<file path="src/rtl/dds_phase_accum_mc_if.sv">
// Control/write bus and phase outputs of the multi-channel DDS phase accumulator.
// The master drives shadow writes, update and clear; the slave returns phase, wrap and valid.
interface dds_phase_accum_mc_if #(
    parameter int NCH   = 2,
    parameter int W_ACC = 32,
    parameter int W_OUT = 16
);
    localparam int W_CH = (NCH > 1) ? $clog2(NCH) : 1;

    logic                   wr_en;
    logic [W_CH-1:0]        wr_ch;
    logic                   wr_sel;
    logic [W_ACC-1:0]       wr_data;
    logic                   update;
    logic [NCH-1:0]         clr;
    logic [NCH*W_OUT-1:0]   phase;
    logic [NCH-1:0]         wrap;
    logic                   valid;

    modport master (
        output wr_en, wr_ch, wr_sel, wr_data, update, clr,
        input  phase, wrap, valid
    );

    modport slave (
        input  wr_en, wr_ch, wr_sel, wr_data, update, clr,
        output phase, wrap, valid
    );
endinterface

</file>
<file path="src/rtl/dds_phase_accum_mc.sv">
// NCH-channel DDS phase accumulator with double-buffered FTW/POW, per-channel clear,
// carry-out wrap flags and a registered phase output one CE cycle behind the accumulator.
module dds_phase_accum_mc #(
    parameter int NCH   = 2,
    parameter int W_ACC = 32,
    parameter int W_OUT = 16
) (
    input  logic                   CLK,
    input  logic                   RESET,
    input  logic                   CE,
    dds_phase_accum_mc_if.slave    bus
);
    localparam int W_CH = (NCH > 1) ? $clog2(NCH) : 1;

    logic [W_ACC-1:0] r_acc     [NCH];
    logic [W_ACC-1:0] r_ftw_sh  [NCH];
    logic [W_ACC-1:0] r_pow_sh  [NCH];
    logic [W_ACC-1:0] r_ftw_act [NCH];
    logic [W_ACC-1:0] r_pow_act [NCH];
    logic [W_OUT-1:0] r_phase   [NCH];
    logic [NCH-1:0]   r_wrap;
    logic             r_valid;

    logic [W_ACC:0]   w_sum     [NCH];
    logic [W_ACC-1:0] w_ofs     [NCH];

    // Carry-extended accumulate sum and offset phase, both from pre-edge state
    always_comb begin
        for (int c = 0; c < NCH; c++) begin
            w_sum[c] = {1'b0, r_acc[c]} + {1'b0, r_ftw_act[c]};
            w_ofs[c] = r_acc[c] + r_pow_act[c];
        end
    end

    // Shadow registers: written regardless of CE; channel indices beyond NCH match nothing
    always_ff @(posedge CLK) begin
        if (RESET) begin
            for (int c = 0; c < NCH; c++) begin
                r_ftw_sh[c] <= {W_ACC{1'b0}};
                r_pow_sh[c] <= {W_ACC{1'b0}};
            end
        end else begin
            for (int c = 0; c < NCH; c++) begin
                if (bus.wr_en && (bus.wr_ch == W_CH'(c))) begin
                    if (bus.wr_sel) begin
                        r_pow_sh[c] <= bus.wr_data;
                    end else begin
                        r_ftw_sh[c] <= bus.wr_data;
                    end
                end
            end
        end
    end

    // Accumulate/clear, phase output and active-register update, all gated by CE
    always_ff @(posedge CLK) begin
        if (RESET) begin
            for (int c = 0; c < NCH; c++) begin
                r_acc[c]     <= {W_ACC{1'b0}};
                r_ftw_act[c] <= {W_ACC{1'b0}};
                r_pow_act[c] <= {W_ACC{1'b0}};
                r_phase[c]   <= {W_OUT{1'b0}};
            end
            r_wrap  <= {NCH{1'b0}};
            r_valid <= 1'b0;
        end else if (CE) begin
            for (int c = 0; c < NCH; c++) begin
                if (bus.clr[c]) begin
                    r_acc[c]  <= {W_ACC{1'b0}};
                    r_wrap[c] <= 1'b0;
                end else begin
                    r_acc[c]  <= w_sum[c][W_ACC-1:0];
                    r_wrap[c] <= w_sum[c][W_ACC];
                end
                r_phase[c] <= w_ofs[c][W_ACC-1 -: W_OUT];
                // Non-blocking copy picks up the shadow value from before any same-edge write
                if (bus.update) begin
                    r_ftw_act[c] <= r_ftw_sh[c];
                    r_pow_act[c] <= r_pow_sh[c];
                end
            end
            r_valid <= 1'b1;
        end else begin
            r_valid <= 1'b0;
        end
    end

    for (genvar g = 0; g < NCH; g++) begin : g_phase
        assign bus.phase[g*W_OUT +: W_OUT] = r_phase[g];
    end

    assign bus.wrap  = r_wrap;
    assign bus.valid = r_valid;
endmodule

</file>
<file path="src/flat_wrapper.sv">
// flat-port wrapper written by rule: the top's interface ports become plain ports
module dds_phase_accum_mc_flat 
#(
    parameter int NCH   = 2,
    parameter int W_ACC = 32,
    parameter int W_OUT = 16
)
  (CLK, RESET, CE, bus_wr_en, bus_wr_ch, bus_wr_sel, bus_wr_data, bus_update, bus_clr, bus_phase, bus_wrap, bus_valid);
  dds_phase_accum_mc_if #(.NCH(NCH), .W_ACC(W_ACC), .W_OUT(W_OUT)) bus_i ();
  input  logic CLK;
  input  logic RESET;
  input  logic CE;
  input wire logic [$bits(bus_i.wr_en)-1:0] bus_wr_en;
  input wire logic [$bits(bus_i.wr_ch)-1:0] bus_wr_ch;
  input wire logic [$bits(bus_i.wr_sel)-1:0] bus_wr_sel;
  input wire logic [$bits(bus_i.wr_data)-1:0] bus_wr_data;
  input wire logic [$bits(bus_i.update)-1:0] bus_update;
  input wire logic [$bits(bus_i.clr)-1:0] bus_clr;
  output wire logic [$bits(bus_i.phase)-1:0] bus_phase;
  output wire logic [$bits(bus_i.wrap)-1:0] bus_wrap;
  output wire logic [$bits(bus_i.valid)-1:0] bus_valid;
  assign bus_i.wr_en = bus_wr_en;
  assign bus_i.wr_ch = bus_wr_ch;
  assign bus_i.wr_sel = bus_wr_sel;
  assign bus_i.wr_data = bus_wr_data;
  assign bus_i.update = bus_update;
  assign bus_i.clr = bus_clr;
  assign bus_phase = bus_i.phase;
  assign bus_wrap = bus_i.wrap;
  assign bus_valid = bus_i.valid;
  dds_phase_accum_mc #(.NCH(NCH), .W_ACC(W_ACC), .W_OUT(W_OUT)) u_core (.CLK(CLK), .RESET(RESET), .CE(CE), .bus(bus_i));
endmodule
</file>
<file path="config.mk">
export PLATFORM = sky130hd
export DESIGN_NAME = dds_phase_accum_mc_flat
export DESIGN_NICKNAME = d
export VERILOG_FILES = /design/src/rtl/dds_phase_accum_mc_if.sv /design/src/rtl/dds_phase_accum_mc.sv /design/src/flat_wrapper.sv
export SDC_FILE = /design/constraint.sdc
export NUM_CORES = 1
export LEC_CHECK = 0
export ABC_AREA = 1
export BUFFER_PORTS_ARGS = -buffer_cell sky130_fd_sc_hd__buf_2
export CAP_MARGIN = 20
export CORE_ASPECT_RATIO = 1.75
export CORE_MARGIN = 4
export CORE_UTILIZATION = 60
export CTS_BUF_LIST = sky130_fd_sc_hd__clkbuf_8
export DETAILED_ROUTE_END_ITERATION = 10
export PLACE_DENSITY = 0.86
export SYNTH_ARGS = -nofsm -noshare
export SYNTH_HDL_FRONTEND = slang
export SYNTH_SLANG_ARGS = --single-unit
</file>
<file path="constraint.sdc">
create_clock -name CLK -period 6.4 [get_ports CLK]
set_clock_uncertainty 0.1 [all_clocks]
set_input_delay 1.6 -clock CLK [delete_from_list [all_inputs] [get_ports CLK]]
set_output_delay 1.6 -clock CLK [all_outputs]
set_load 0.005 [all_outputs]
</file>
* Yosys cells after proc, flatten, opt, wreduce, memory -nomap -nowiden *
Memories as Yosys holds them, arrays and structs flattened.
Index checks and enable logic that the tools add are counted.

word-level totals
  register bits = 3
  bits in writable memories = 352
  input bits = 41
  output and inout bits = 35
  logic and storage cells = 84
  memories = 6

operators by class
  add/sub/neg operators = 4
  multiplexer cells = 55
  bitwise logic cells = 15
  reductions and logical operators = 2

memory list
  memory            words  width  rd ports  clocked after memory_dff  write ports  RTL line                  source
  u_core.r_acc      2      32     2         0                         2            dds_phase_accum_mc.sv:15  logic [W_ACC-1:0] r_acc [NCH];
  u_core.r_ftw_act  2      32     2         0                         2            dds_phase_accum_mc.sv:18  logic [W_ACC-1:0] r_ftw_act [NCH];
  u_core.r_ftw_sh   2      32     2         0                         2            dds_phase_accum_mc.sv:16  logic [W_ACC-1:0] r_ftw_sh [NCH];
  u_core.r_pow_act  2      32     2         0                         2            dds_phase_accum_mc.sv:19  logic [W_ACC-1:0] r_pow_act [NCH];
  u_core.r_pow_sh   2      32     2         0                         2            dds_phase_accum_mc.sv:17  logic [W_ACC-1:0] r_pow_sh [NCH];
  u_core.r_phase    2      16     2         0                         2            dds_phase_accum_mc.sv:20  logic [W_OUT-1:0] r_phase [NCH];

operators by type and width
  kind                 count
  $mux W32             12
  $add A32 B32 Y33     2
  $add A32 B32 Y32     2
  $mux W1              41
  $mux W16             2
  $or A1 B1 Y1         14
  $logic_and A1 B1 Y1  2
  $not A1 Y1           1

* Logic depth before layout (Yosys ltp) *
Gate-level depths: netlist of the first run.

  depth in word-level cells = 6
  mapped depth = 14
  gate-level depth less buffers = 14

* Worst setup path after synthesis of the first run *
No wires, ideal clock.

  path type = input -> register
  start = input RESET
  end = memory u_core.r_ftw_act[0][0], enable pin
  library setup time = 1108 ps
  data arrival time = 4081 ps
  required time = 5192 ps
  path slack = 1110 ps
  stages on the path = 3
  buffers on the path = 1
  cell sequence = inv_1 -> clkbuf_1 -> nand2_1

RTL lines
  item         RTL line                  source
  from (decl)  flat_wrapper.sv:11        input logic RESET;
  to (decl)    dds_phase_accum_mc.sv:18

==> results of run 1 <==
## metal layers
| metal | vias to the layer above | GRT usage, % |
|---|---|---|
| li1 | 8901 | - |
| met1 | 8365 | 30.15 |
| met2 | 825 | 57.47 |
| met3 | 285 | 4.122 |
| met4 | 0 | 23.24 |
| met5 | - | 0 |
## cells by family after synthesis
family / Yosys count / synth area share [%]
xor gates and xnor gates: 29 / 1.172
AOI/OAI and AO/OA: 165 / 4.006
and+or+nand+nor: 1485 / 27.31
adders and majority gates: 126 / 7.343
DFF: 355 / 49.04
buffers and inverters: 637 / 11.12
## where the power goes
group / switching, uW / internal, uW / total, uW / leakage (uW)
logic: 552 / 244 / 796 / 0.00812
registers: 78.9 / 2730 / 2810 / 0.00374
clock network: 950 / 1060 / 2010 / 0.000573
total: 1580 / 4040 / 5620 / 0.0124
## worst max-delay path by stage
| stage | startpoint | end | cells past startpoint |
|---|---|---|---|
| 2_1_floorplan | RESET | u_core.r_ftw_act[0][0] | 3 |
| 3_3_place_gp | CE | u_core.r_ftw_act[0][32] | 7 |
| 3_5_place_dp | CE | u_core.r_pow_act[0][63] | 7 |
| 4_1_cts | CE | u_core.r_pow_act[0][35] | 7 |
| 5_1_grt | CE | u_core.r_pow_act[0][36] | 7 |
| 6_report | CE | u_core.r_pow_act[0][36] | 7 |
## cell usage in the layout, fill, tap and decap left out, types with 3 or more instances in the layout
| cell type | n |
|---|---|
| a21oi_1 | 131 |
| nand2_1 | 853 |
| nand3_2 | 5 |
| buf_2 | 75 |
| ha_1 | 124 |
| nand3_1 | 103 |
| clkinv_2 | 6 |
| dfxtp_1 | 3 |
| clkinv_1 | 10 |
| o21bai_1 | 11 |
| and3_1 | 4 |
| and2_1 | 8 |
| buf_4 | 12 |
| edfxtp_1 | 352 |
| nor3_1 | 24 |
| inv_1 | 615 |
| nand4_1 | 13 |
| nor2_1 | 439 |
| clkbuf_8 | 50 |
| xor2_1 | 21 |
| bufinv_16 | 8 |
| a21o_1 | 4 |
| xnor2_1 | 8 |
| o21ai_0 | 15 |
| nand2_2 | 12 |
| nand3b_1 | 6 |
| nor2_2 | 13 |
## registers in the layout (all words and copies together) (netlist names)
name and cells:
u_core.r_ftw_sh 64, u_core.r_ftw_act 64, u_core.r_pow_sh 64, u_core.bus.wrap 2
u_core.r_phase 32, u_core.r_pow_act 64, u_core.bus.valid 1, u_core.r_acc 64
## synth_stat cells (2+ instances only)
cell,number
edfxtp_1,352
a21oi_1,131
fa_1,2
and3_1,4
nor2_1,439
inv_1,607
nand4_1,13
nor3_1,24
xnor2_1,8
nand2_2,12
clkbuf_1,13
nand3_2,5
nand3b_1,6
dfxtp_1,3
a21o_1,4
nand2_1,855
or2_2,2
ha_1,124
nor2_2,13
and2_1,8
o21bai_1,11
o21ai_0,15
xor2_1,21
nand3_1,103
buf_2,16
o21ai_1,2
a21boi_0,2
## per-stage QoR
stage	area (sq um)	hold WS, ns
5_1_grt	23730	0.4188
3_3_place_gp	22600	0.4050
2_1_floorplan	21670	0.3651
3_5_place_dp	22600	0.3822
6_report	23730	0.3934
4_1_cts	23680	0.3932
## final cells by class
class | count | area [sq um]
Clock buffer | 50 | 688.2
Timing Repair Buffer | 89 | 520.5
Inverter | 607 | 2278
Tap cell | 465 | 581.8
Fill cell | 2801 | 11790
Antenna cell | 1 | 2.502
Multi-Input combinational cell | 1805 | 8648
Clock inverter | 37 | 382.9
Sequential cell | 355 | 10630
## critical path: cells and delay by family
family | cells | cell delay, ns
AND/OR/NAND/NOR | 3 | 0.74
buffers and inverters | 4 | 1.21
==> metrics, run 1 <==
status finished, final reports clean; CP Launch Type primary input; met3 wire length 3424 um; hold path startpoint u_core.bus.wrap[0]; Tightest Pin Transition 0.9542 ns; Via Count 18380; row count 91; buffer type at the clock tree root clkbuf_8; gr ovfl total 0; r2r startpoint u_core.r_acc[1][0]; depth of the most critical reg-to-reg path 12; library cells used by synthesis 29; top routing layer used met4; Placed Cells incl. Taps 3319; fin util 66.81%; CTS resizes 0; Post-CTS Hold Buffers 0; Final setup viols 0; Leak 0.01243 uW; Seq/Total Area, Yosys 49.04%; Initial Utilization 61.01%; Final Power 5619 uW; Final Cycle Share 53.52%; TritonCTS clock tree done; final count of pins violating max slew 0; Residual DRC 0; Die ar. 39350 sq um; Synth Flop Type edfxtp_1; DIE WIDTH 151.7 um; average wire per cell in the routed design 17.69 um; DR pass1 iterations 6; Fin. Hold Viols 0; Critical Path Max Stage Delay 0.62 ns; max cap viols 0; most frequent CP cell buf_4; endpoint class of the critical path flop; Max Freq 291.9 MHz; Synth area leaders edfxtp_1 (49%), nand2_1 (15%), inv_1 (11%); number of global-route vias before repair 18520; Hold Path Sink u_core.bus.wrap[0]; top cell type by total area after synthesis edfxtp_1; Synth Warn # 0; layout cells sized above 1 6.524%; worst skew pair latency 0.62 ns; top cell type's share of synthesized area 48.77%; Routed WL 60310 um; vias per std cell 5.390; P per Cell Area 236.8 nW/um^2; critical path class in2reg; fin crit period 3.425 ns; unrepaired setup endpoints after global routing false; Hold Path Class reg2reg; worst vdd ir 0.1577 mV; r2r setup slk 3.77 ns; Critical Path Fanout Max 65; clock tree buffer depth 3; clock-pin transition on the worst setup and hold timing paths 0.07 ns; largest net degree at the start of global routing 70; Chip Height 259.4 um; cell count after synthesis 2797; number of flops mapped to enable cells by yosys 352; Max-slew headroom 36.38%; Fin Setup TNS 0 ns; worst hold path depth 2; Num CTS Buffers 49; worst endpoint required time 6.61 ns; Avg Cell Area, Syn 7.749 sq um; H-tree depth 2; first-pass GRT wire length 92700 um; Synth Cell Area 21670 sq um; gr usage total 30.93%; Post-CTS Setup Repair Bufs 0; Placer Congestion 1.033; Routed Antenna Nets 0; CP max stage cell buf_4; setup slack after layout 2.975 ns; io pins 76; crit-path cells buf_2, inv_1, nor2_2, buf_4, nand2_4, buf_4, nor2_1; Cell Count, Final, Fillers Out 3409; 1st-iter DRT viols 1379; Met1 Wirelength 19460 um; Area Growth Syn to Fin 9.496%; Layout Nets 3074; Final HPWL DP 44970 um; initial antenna violation count 1; FF+latch count, synth 355; Num Clock Sinks 355; Port Buf Inserts 75; core area 35520 sq um; met2 wire len 31680 um; pre-CTS setup slack 2.429 ns; Crit Reg-Reg Endpoint u_core.r_acc[1][24]; Post-Syn Nets 2964; critical path arrival 3.64 ns; share of flip-flops with an asynchronous set or reset 0%
Power figures use the tool's default switching activity.
==> inputs of run 2 (changes only) <==
--- a/config.mk
+++ b/config.mk
@@ -5,15 +5,15 @@
 export SDC_FILE = /design/constraint.sdc
 export NUM_CORES = 1
 export LEC_CHECK = 0
-export ABC_AREA = 1
+export ABC_AREA = 0
 export BUFFER_PORTS_ARGS = -buffer_cell sky130_fd_sc_hd__buf_2
 export CAP_MARGIN = 20
 export CORE_ASPECT_RATIO = 1.75
 export CORE_MARGIN = 4
-export CORE_UTILIZATION = 60
+export CORE_UTILIZATION = 58
 export CTS_BUF_LIST = sky130_fd_sc_hd__clkbuf_8
 export DETAILED_ROUTE_END_ITERATION = 10
-export PLACE_DENSITY = 0.86
+export PLACE_DENSITY = 0.87
 export SYNTH_ARGS = -nofsm -noshare
 export SYNTH_HDL_FRONTEND = slang
 export SYNTH_SLANG_ARGS = --single-unit
==> constraint.sdc (replaced) <==
create_clock -name CLK -period 3.1 [get_ports CLK]
set_clock_uncertainty 0.1 [all_clocks]
set_input_delay 0.775 -clock CLK [delete_from_list [all_inputs] [get_ports CLK]]
set_output_delay 0.775 -clock CLK [all_outputs]
set_load 0.005 [all_outputs]
==> run 2 against run 1 <==
  * Clock power increased by 87%
  * Global-route usage decreased by 5.1 points
  * Final cell count decreased by 38%
  * Synthesized cell count decreased by 44%
  * Sequential cell count unchanged
  * Non-clock buffer count increased by 23
  * Hold slack improved by 0.0027 ns
  * Critical path type is now reg2reg
  * Critical endpoint is now u_core.r_phase[0][10]
  * Largest cell class unchanged
==> metrics, run 2 <==
Placer Congestion 0.9289 (-10%); pre-CTS setup slack -0.06925 ns (-2.498 ns); Synth top cells by count edfxtp_1 (352), and3_1 (136), nor2_1 (132), ha_1 (124), a21oi_1 (118); initial antenna violation count 0 (-1); met2 wire len 23280 um (-27%); fin crit period 3.061 ns; worst skew pair latency 0.61 ns (about the same); Tightest Pin Transition 1.164 ns (+0.2096 ns); Synth Warn # 0 (unchanged); clock-pin transition on the worst setup and hold timing paths 0.07 ns (about the same); H-tree depth 2 (unchanged); 1st-iter DRT viols 903 (-35%); Routed Antenna Nets 0 (unchanged); vias per std cell 6.188 (+15%); number of global-route vias before repair 13090 (-29%); io pins 76 (unchanged); r2r startpoint u_core.r_acc[0][1]; Synth area leaders edfxtp_1 (57%), ha_1 (8.4%), and3_1 (4.6%); status finished, final reports clean; worst hold path depth 2 (unchanged); first-pass GRT wire length 69580 um (-25%); Final Power 11080 uW (+97%); Leak 0.008855 uW (-29%); Max Freq 326.7 MHz; fin util 65.31% (-1.5 points); max cap viols 0 (unchanged); crit-path cells ha_1, a31oi_1, a221oi_1, a2111o_1, a211oi_4, o21ai_2, a211o_1, xnor2_1, nor2_1; gr ovfl total 0 (unchanged); worst vdd ir 0.4214 mV (+170%); Avg Cell Area, Syn 11.77 sq um (+52%); row count 86 (-5.5%); Chip Height 244.6 um (-5.7%); share of flip-flops with an asynchronous set or reset 0% (unchanged); critical path arrival 3.31 ns (-0.33 ns); Final HPWL DP 33510 um (-25%); endpoint class of the critical path flop; most common cell after layout, fill and taps aside edfxtp_1; Initial Utilization 58.85% (-2.2 points); Via Count 12990 (-29%); hold path startpoint bus_wr_data[1]; Synth Cell Area 18550 sq um (-14%); unrepaired setup endpoints after global routing true; top routing layer used met4; Hold Path Class in2reg; Residual DRC 0 (unchanged); DR pass1 iterations 5 (-1); Critical Path Max Stage Delay 0.48 ns (-0.14 ns); setup slack after layout 0.03901 ns (-2.936 ns); Layout Nets 1828 (-41%); Cell Count, Final, Fillers Out 2099 (-38%); most frequent cells in the layout edfxtp_1 (352), and3_1 (136), nor2_1 (132); core area 31530 sq um (-11%); Final setup viols 0 (unchanged); Final Cycle Share 98.74%; met3 wire length 2333 um (-32%); Placed Cells incl. Taps 2004 (-40%); Met1 Wirelength 15990 um (-18%); Area Growth Syn to Fin 10.98%; Routed WL 45260 um (-25%); Post-Syn Nets 1744 (-41%); worst endpoint required time 3.35 ns (-3.26 ns); Post-CTS Hold Buffers 0 (unchanged); CP max stage cell a2111o_1; Max-slew headroom 22.12% (-14 points); critical path class reg2reg; layout cells sized above 1 12.29% (+5.8 points); Num CTS Buffers 50 (+2.0%); Hold Path Sink u_core.r_pow_sh[0][1]; top cell type by total area after synthesis edfxtp_1; Critical Path Fanout Max 3 (-95%); Synth Flop Type edfxtp_1; gr usage total 25.83% (-5.1 points); P per Cell Area 538.2 nW/um^2 (+130%); Crit Reg-Reg Endpoint u_core.r_phase[0][10]; Port Buf Inserts 75 (unchanged); family with the most delay on the worst path compound AO/OA/AOI/OAI gates; FF+latch count, synth 355 (unchanged); cell count after synthesis 1577 (-44%); number of flops mapped to enable cells by yosys 352 (unchanged); clock tree buffer depth 3 (unchanged); buffer type at the clock tree root clkbuf_8; Die ar. 35030 sq um (-11%); Seq/Total Area, Yosys 57.29% (+8.2 points); top-count cell post-synth edfxtp_1; CP Launch Type flop; average wire per cell in the routed design 21.56 um (+22%); depth of the most critical reg-to-reg path 9 (-3); library cells used by synthesis 63 (+120%); largest net degree at the start of global routing 129 (+84%); r2r setup slk 0.04 ns (-3.73 ns); TritonCTS clock tree done; Num Clock Sinks 355 (unchanged); final count of pins violating max slew 0 (unchanged); Worst Path Buf+Inv 0 (-4); DIE WIDTH 143.2 um (-5.6%); Fin. Hold Viols 0 (unchanged); top cell type's share of synthesized area 56.97% (+8.2 points)
-- run 2: layout make-up --
class | instances | area [sq um]
Antenna cell | 2 | 5.005
Clock buffer | 53 | 729.5
Clock inverter | 39 | 290.3
Fill cell | 2347 | 10940
Inverter | 29 | 108.9
Multi-Input combinational cell | 1113 | 7630
Sequential cell | 355 | 10630
Tap cell | 396 | 495.5
Timing Repair Buffer | 112 | 703.2
-- run 2: through the flow --
stage | hold slack, ns | instance area, sq um | TNS, ns
after floorplan | 0.4164 | 18560 | 0
after global placement | 0.4350 | 19460 | -0.006459
after detailed placement | 0.4370 | 19460 | -0.08092
after CTS | 0.3632 | 20490 | -0.02161
after global routing | 0.3851 | 20590 | -0.1196
final | 0.3961 | 20590 | 0
-- run 2: metal layers --
layer | vias to the layer above | GRT usage [%]
met5 | - | 0
met4 | 0 | 17.35
met3 | 180 | 3.991
met2 | 495 | 45.68
met1 | 6161 | 27.96
li1 | 6152 | -
-- run 2: power by group --
group          internal, uW  switching, uW  total (uW)
clock network          1930           1820        3750
logic                   576            938        1510
registers              5650            165        5820
total                  8160           2920       11100
-- run 2: worst max-delay path by stage --
stage / end / start / cells after the start / slack [ns]
finish: u_core.r_phase[0][10] / u_core.r_acc[0][1] / 9 / 0.04
global route: u_core.r_phase[0][10] / u_core.r_acc[0][1] / 9 / -0.05
CTS: u_core.r_acc[0][28] / u_core.r_ftw_act[0][0] / 10 / -0.02
detailed placement: u_core.r_acc[0][28] / u_core.r_ftw_act[0][0] / 10 / -0.07
global placement: u_core.r_acc[0][28] / u_core.r_acc[0][0] / 10 / -0.006
floorplan: u_core.r_ftw_act[0][0] / bus_update / 2 / 0.02
-- run 2: kinds of logic (layout without fill, tap and decap cells) --
kind of cell	after synthesis	in the layout	synth area share, %
mux	1	1	0.05395
fa+ha+maj	126	126	8.578
compound gates	376	376	13.10
flops	355	355	57.29
buf+inv	109	233	2.225
simple gates	529	529	14.93
xor+xnor	81	81	3.824
other cells	0	2	0
-- run 2: timing repair --
item	CTS	global route
pin swaps	0	4
resized for setup	2	17
setup buffers	0	1
cloned	0	0
endpoints found under the setup margin	5	17
